--- config.mk ---
export PLATFORM = sky130hd
export DESIGN_NAME = diff_histogram
export DESIGN_NICKNAME = d
export VERILOG_FILES = /design/src/rtl/diff_histogram_pkg.sv /design/src/rtl/sat_counter.sv /design/src/rtl/diff_histogram.sv
export SDC_FILE = /design/constraint.sdc
export NUM_CORES = 1
export LEC_CHECK = 0
export ABC_AREA = 1
export CORE_MARGIN = 5
export CORE_UTILIZATION = 53
export DETAILED_ROUTE_END_ITERATION = 16
export PLACE_DENSITY = 0.71
export SYNTH_ARGS = -nofsm -noshare
export SYNTH_HDL_FRONTEND = slang
export SYNTH_SLANG_ARGS = --single-unit
--- constraint.sdc ---
create_clock -name i_clk -period 6.3 [get_ports i_clk]
set_clock_uncertainty 0.05 [all_clocks]
set_input_delay 1.89 -clock i_clk [delete_from_list [all_inputs] [get_ports i_clk]]
set_output_delay 1.89 -clock i_clk [all_outputs]
set_load 0.05 [all_outputs]
--- src/rtl/diff_histogram_pkg.sv ---
// Shared definitions for the latency histogram: FSM states, bin indices, the
// compare stage's one-hot latency codes and the word-to-bin classifier.
package diff_histogram_pkg;

   typedef enum logic [1:0] {
      StIdle,
      StRun,
      StScan,
      StHold
   } state_e;

   localparam int unsigned NumBins = 6;

   localparam logic [2:0] BinL1   = 3'd0;
   localparam logic [2:0] BinL2   = 3'd1;
   localparam logic [2:0] BinL3   = 3'd2;
   localparam logic [2:0] BinL4   = 3'd3;
   localparam logic [2:0] BinMiss = 3'd4;
   localparam logic [2:0] BinIll  = 3'd5;

   localparam logic [2:0] BestNone = 3'd4;

   localparam logic [3:0] DiffL1   = 4'b0001;
   localparam logic [3:0] DiffL2   = 4'b0010;
   localparam logic [3:0] DiffL3   = 4'b0100;
   localparam logic [3:0] DiffL4   = 4'b1000;
   localparam logic [3:0] DiffMiss = 4'b0000;

   // Map one compare word to the single bin it increments.
   function automatic logic [2:0] diff_to_bin(input logic [3:0] diff);
      logic [2:0] bin;
      case (diff)
         DiffL1:   bin = BinL1;
         DiffL2:   bin = BinL2;
         DiffL3:   bin = BinL3;
         DiffL4:   bin = BinL4;
         DiffMiss: bin = BinMiss;
         default:  bin = BinIll;
      endcase
      return bin;
   endfunction

endpackage

--- src/rtl/sat_counter.sv ---
// Saturating up-counter for one histogram bin.
//  clk   : clock, posedge
//  rst_n : asynchronous active-low reset, clears the count
//  clr   : synchronous clear, wins over inc
//  inc   : count one event; holds at all-ones instead of wrapping
//  q     : current count
module sat_counter #(
   parameter int unsigned W = 8
) (
   input  logic         clk,
   input  logic         rst_n,
   input  logic         clr,
   input  logic         inc,
   output logic [W-1:0] q
);

   logic [W-1:0] cnt_q, cnt_d;

   always_comb begin
      cnt_d = cnt_q;
      if (clr) begin
         cnt_d = '0;
      end else if (inc && (cnt_q != {W{1'b1}})) begin
         cnt_d = cnt_q + W'(1);
      end
   end

   always_ff @(posedge clk or negedge rst_n) begin
      if (!rst_n) begin
         cnt_q <= '0;
      end else begin
         cnt_q <= cnt_d;
      end
   end

   assign q = cnt_q;

endmodule

--- src/rtl/diff_histogram.sv ---
// Latency histogram over a fixed window of one-hot compare words.
// Bins each sample as latency 1..4, miss or illegal, then scans the four
// latency bins for the dominant one and freezes everything for readout.
//  i_clk   : clock, posedge
//  i_rst_n : asynchronous active-low reset
//  i_diff  : one-hot latency word (bit0 = 1 cycle ... bit3 = 4 cycles)
//  i_start : clear bins and begin a new window, accepted in any state
//  i_sel   : readout select, 0-3 latency, 4 miss, 5 illegal, 6/7 zero
//  o_count : registered value of the selected bin (1-cycle latency)
//  o_best  : dominant latency bin 0-3, 4 when the window had no hits
//  o_busy  : window running or scanning
//  o_done  : results valid and frozen
module diff_histogram
   import diff_histogram_pkg::*;
#(
   parameter int unsigned CNT_W    = 8,
   parameter int unsigned WIN_LOG2 = 8
) (
   input  logic             i_clk,
   input  logic             i_rst_n,
   input  logic [3:0]       i_diff,
   input  logic             i_start,
   input  logic [2:0]       i_sel,
   output logic [CNT_W-1:0] o_count,
   output logic [2:0]       o_best,
   output logic             o_busy,
   output logic             o_done
);

   localparam int unsigned WinW = WIN_LOG2 + 1;
   localparam logic [WinW-1:0] WinLen = {1'b1, {WIN_LOG2{1'b0}}};

   state_e state_q, state_d;

   logic [WinW-1:0]  win_q, win_d;
   logic [1:0]       scan_idx_q, scan_idx_d;
   logic [CNT_W-1:0] max_q, max_d;
   logic [1:0]       arg_q, arg_d;
   logic [2:0]       best_q, best_d;
   logic [CNT_W-1:0] count_q, count_d;

   logic [CNT_W-1:0] bin_cnt [NumBins];
   logic [2:0]       sample_bin;
   logic             run_sample;
   logic             last_sample;
   logic [CNT_W-1:0] scan_val;

   // The start cycle itself is never sampled.
   assign run_sample  = (state_q == StRun) && !i_start;
   assign last_sample = run_sample && (win_q == WinW'(1));
   assign sample_bin  = diff_to_bin(i_diff);

   for (genvar b = 0; b < NumBins; b++) begin : g_bin
      sat_counter #(
         .W (CNT_W)
      ) u_bin (
         .clk   (i_clk),
         .rst_n (i_rst_n),
         .clr   (i_start),
         .inc   (run_sample && (sample_bin == 3'(b))),
         .q     (bin_cnt[b])
      );
   end

   // FSM: state register
   always_ff @(posedge i_clk or negedge i_rst_n) begin
      if (!i_rst_n) begin
         state_q <= StIdle;
      end else begin
         state_q <= state_d;
      end
   end

   // FSM: next state
   always_comb begin
      state_d = state_q;
      if (i_start) begin
         state_d = StRun;
      end else begin
         case (state_q)
            StIdle:  state_d = StIdle;
            StRun:   if (last_sample) state_d = StScan;
            StScan:  if (scan_idx_q == 2'd3) state_d = StHold;
            StHold:  state_d = StHold;
            default: state_d = StIdle;
         endcase
      end
   end

   // FSM: outputs
   always_comb begin
      o_busy = (state_q == StRun) || (state_q == StScan);
      o_done = (state_q == StHold);
   end

   assign scan_val = bin_cnt[{1'b0, scan_idx_q}];

   always_comb begin
      win_d      = win_q;
      scan_idx_d = scan_idx_q;
      max_d      = max_q;
      arg_d      = arg_q;
      best_d     = best_q;
      if (i_start) begin
         win_d      = WinLen;
         scan_idx_d = '0;
         max_d      = '0;
         arg_d      = '0;
         best_d     = BestNone;
      end else begin
         case (state_q)
            StRun: win_d = win_q - WinW'(1);
            StScan: begin
               // Strict compare keeps the lowest index on a tie.
               if (scan_val > max_q) begin
                  max_d = scan_val;
                  arg_d = scan_idx_q;
               end
               scan_idx_d = scan_idx_q + 2'd1;
               if (scan_idx_q == 2'd3) begin
                  best_d = (max_d != '0) ? {1'b0, arg_d} : BestNone;
               end
            end
            default: ;
         endcase
      end
   end

   always_comb begin
      count_d = '0;
      if (i_sel < 3'(NumBins)) begin
         count_d = bin_cnt[i_sel];
      end
   end

   always_ff @(posedge i_clk or negedge i_rst_n) begin
      if (!i_rst_n) begin
         win_q      <= '0;
         scan_idx_q <= '0;
         max_q      <= '0;
         arg_q      <= '0;
         best_q     <= BestNone;
         count_q    <= '0;
      end else begin
         win_q      <= win_d;
         scan_idx_q <= scan_idx_d;
         max_q      <= max_d;
         arg_q      <= arg_d;
         best_q     <= best_d;
         count_q    <= count_d;
      end
   end

   assign o_count = count_q;
   assign o_best  = best_q;

endmodule

==> results.yml <==
clock_network:
  cts_sinks: 82
  numCtsBuffers: 9
  cts_resized: 0
  cts_tree: "done"
  clkLatencyLatePin_ns: 0.36
  cts-root-buf: "clkbuf_8"
  path_clk_slew_ns: 0.08
  ctsHoldBuffers: 0
  postCtsSetupBuffers: 0
  clockBufferDepth: 2
  htreeDepth: 3
sta:
  period_needed_ns: 4.05
  max-slew-margin-rel: 0.300
  fmax_mhz: 247
  finalHoldViolations: 0
  setup_violations: 0
  rsz0062_at_grt: "no"
  holdWs_ns: 0.425
  worst_slew_pin_slew_ns: 1.05
  finalMaxSlewViolations: 0
  tns_ns: 0
  worst_slack_ns: 2.25
  finalCritPeriodShare: 0.643
yosys:
  syn-num-nets: 690
  syn_avg_cell_area_um2: 7.58
  yosys.area.top_type_share: 0.406
  async_flop_share: 1.00
  synth_top_cell_by_area: "dfrtp_1"
  synth_cell_type_count: 43
  synth.ff_latch_count: 82
  yosysSeqAreaShare: 0.411
  synth_edf_count: 0
  synth_area_mm2: 0.00500
  ys.flop_type: "dfrtp_1"
  syn_inst: 659
  yosysWarnings: 0
  synth_area_leaders: "dfrtp_1 (41%), nand2_1 (9.4%), o21ai_0 (8.0%)"
pwr:
  power.switching_mw: 1.10
  comb_power_share: 0.534
  pwr-share-clk: 0.194
  total_power_mw: 2.38
  ir_drop_mv: 0.294
  p_seq_frac: 0.272
  pwr_density_cell_mw_per_mm2: 432
  power_switching_share: 0.463
  leakage_nw: 2.48
  internal_power_mw: 1.28
critical_path:
  critPathTopFamily: "buffers and inverters"
  worstSetupStartpointType: "primary input"
  cp_common_cell: "nor3_2"
  cp_slowest_cell: "inv_2"
  crit_start: "i_start"
  timing.rr.end: "o_best[1]"
  critical_path_arrival_ns: 4.28
  critPathCaptureType: "register"
  reg2reg_depth: 20
  worst-path-buf-inv: 4
  crit_fanout: 37
  worstSetupPathType: "in -> reg"
  reg2reg_setup_slack_ns: 2.94
  cp.required_ns: 6.53
  timing.rr.start: "scan_idx_q[0]"
  max_stage_delay_ns: 0.54
  path_cells: "clkdlybuf4s50_1 > buf_4 > inv_2 > nand2_4 > nor2_2 > nand2_2 > nor3_2 > inv_1 > nor2_1 > a21oi_1 > nor3_2"
hold_path:
  hp-start: "win_q[6]"
  min_path_cells: 1
  hold_class: "reg -> reg"
  hold_path_end: "win_q[6]"
layout:
  area_delta_synth_final_pct: 10.2
  fin_nets: 706
  drive_gt1_frac: 0.0868
  final_util: 0.599
  layout.cells.non_filler: 791
  layout_common_cells: "nand2_1 (125), inv_1 (99), dfrtp_1 (81)"
  fin_area_mm2: 0.00551
  diodes: 0
  final_common_cell: "nand2_1"
placement:
  dpl_cell_area_mm2: 0.00527
  gp_congestion: 0.928
  place_ws_ns: 1.94
  place_hpwl_um: 8770
  placed_cells: 775
  portBuffers: 22
die:
  rows: 35
  die_h_um: 107
  io_pins: 23
  core_area_mm2: 0.00920
  initial_utilization: 0.543
  die_w_um: 107
  die_area_mm2: 0.0115
routing:
  routed_wl_um: 12100
  drt_iter0_drc: 241
  drt-vias-per-instance: 5.67
  drc: 0
  avgRoutedWirePerCell_um: 15.2
  drtPass1Iterations: 4
  ant_nets: 0
  vias: 4483
global_route:
  grt_antenna_before_repair: 0
  grt_max_degree: 83
  grt_pass1_vias: 4423
  grt_pass1_wl_um: 20900
  grt_remaining_overflow: 0
  grt_usage: 0.225
flow_run:
  drv_cap: 0
status:
  status: "completed"
-- registers in the layout, summed over array words and instances, names as in the netlist --
signal	cells
arg_q	2
g_bin.u_bin.q	48
max_q	8
o_best	3
o_count	8
scan_idx_q	2
state_q	2
win_q	9
-- worst max path at each step --
stage	end	slack, ns	cells past startpoint
2_1_floorplan	g_bin[2].u_bin.q[6]	3.32	10
3_3_place_gp	g_bin[3].u_bin.q[5]	2.05	11
3_5_place_dp	g_bin[3].u_bin.q[5]	1.94	11
4_1_cts	g_bin[3].u_bin.q[5]	2.31	11
5_1_grt	g_bin[2].u_bin.q[7]	2.04	11
6_report	g_bin[3].u_bin.q[5]	2.25	11
-- routing by layer --
metal  vias up  share of wire  track usage
met2        95           0.47        0.371
met4         0          0.018       0.0676
met1      2149           0.46        0.301
li1       2222              -            -
met3        17          0.042       0.0403
met5         -              0            0
-- synthesized netlist by cell type (2+ instances only) --
master and count:
nand2_1 125, inv_1 99, dfrtp_1 81, o21ai_0 80, a21oi_1 58, nor2_1 40, nand3_1 29, ha_1 21
nor3_1 15, nor2_2 12, o211ai_1 11, nand2_2 10, clkbuf_1 9, a211oi_1 8, o22ai_1 8, nor3_2 7
buf_1 5, a31oi_1 4, a221oi_1 3, nand2_4 3, nand4_1 3, o21a_1 3, o21ai_2 3, inv_2 2
o21ai_1 2
-- logic make-up (layout without fill, tap and decap cells) --
group,count (synthesis),after routing,synth area share
AND/OR/NAND/NOR,249,249,0.232
XOR/XNOR,1,1,0.00175
adder cells (fa/ha/maj),21,21,0.0526
buffers and inverters,121,142,0.0959
AO/OA/AOI/OAI,185,185,0.207
flip-flops,82,82,0.411
-- power groups by stage --
stage          Combinational [mW]  Clock (mW)  Sequential (mW)
6_report                     1.27       0.463            0.648
5_1_grt                      1.44       0.495            0.659
4_1_cts                      1.27       0.472            0.648
3_5_place_dp                 1.27           0            0.658
3_3_place_gp                 1.23           0            0.655
2_1_floorplan                1.04           0            0.664
-- cell type report --
type | instances | area [µm²]
clock buffers | 11 | 131
multi-input cells | 456 | 2460
well taps | 111 | 139
flip-flops and latches | 82 | 2050
repair buffers | 24 | 233
fillers | 866 | 3690
inverters | 102 | 383
clock inverters | 5 | 104
No activity file was read; power rests on OpenSTA's default activity.
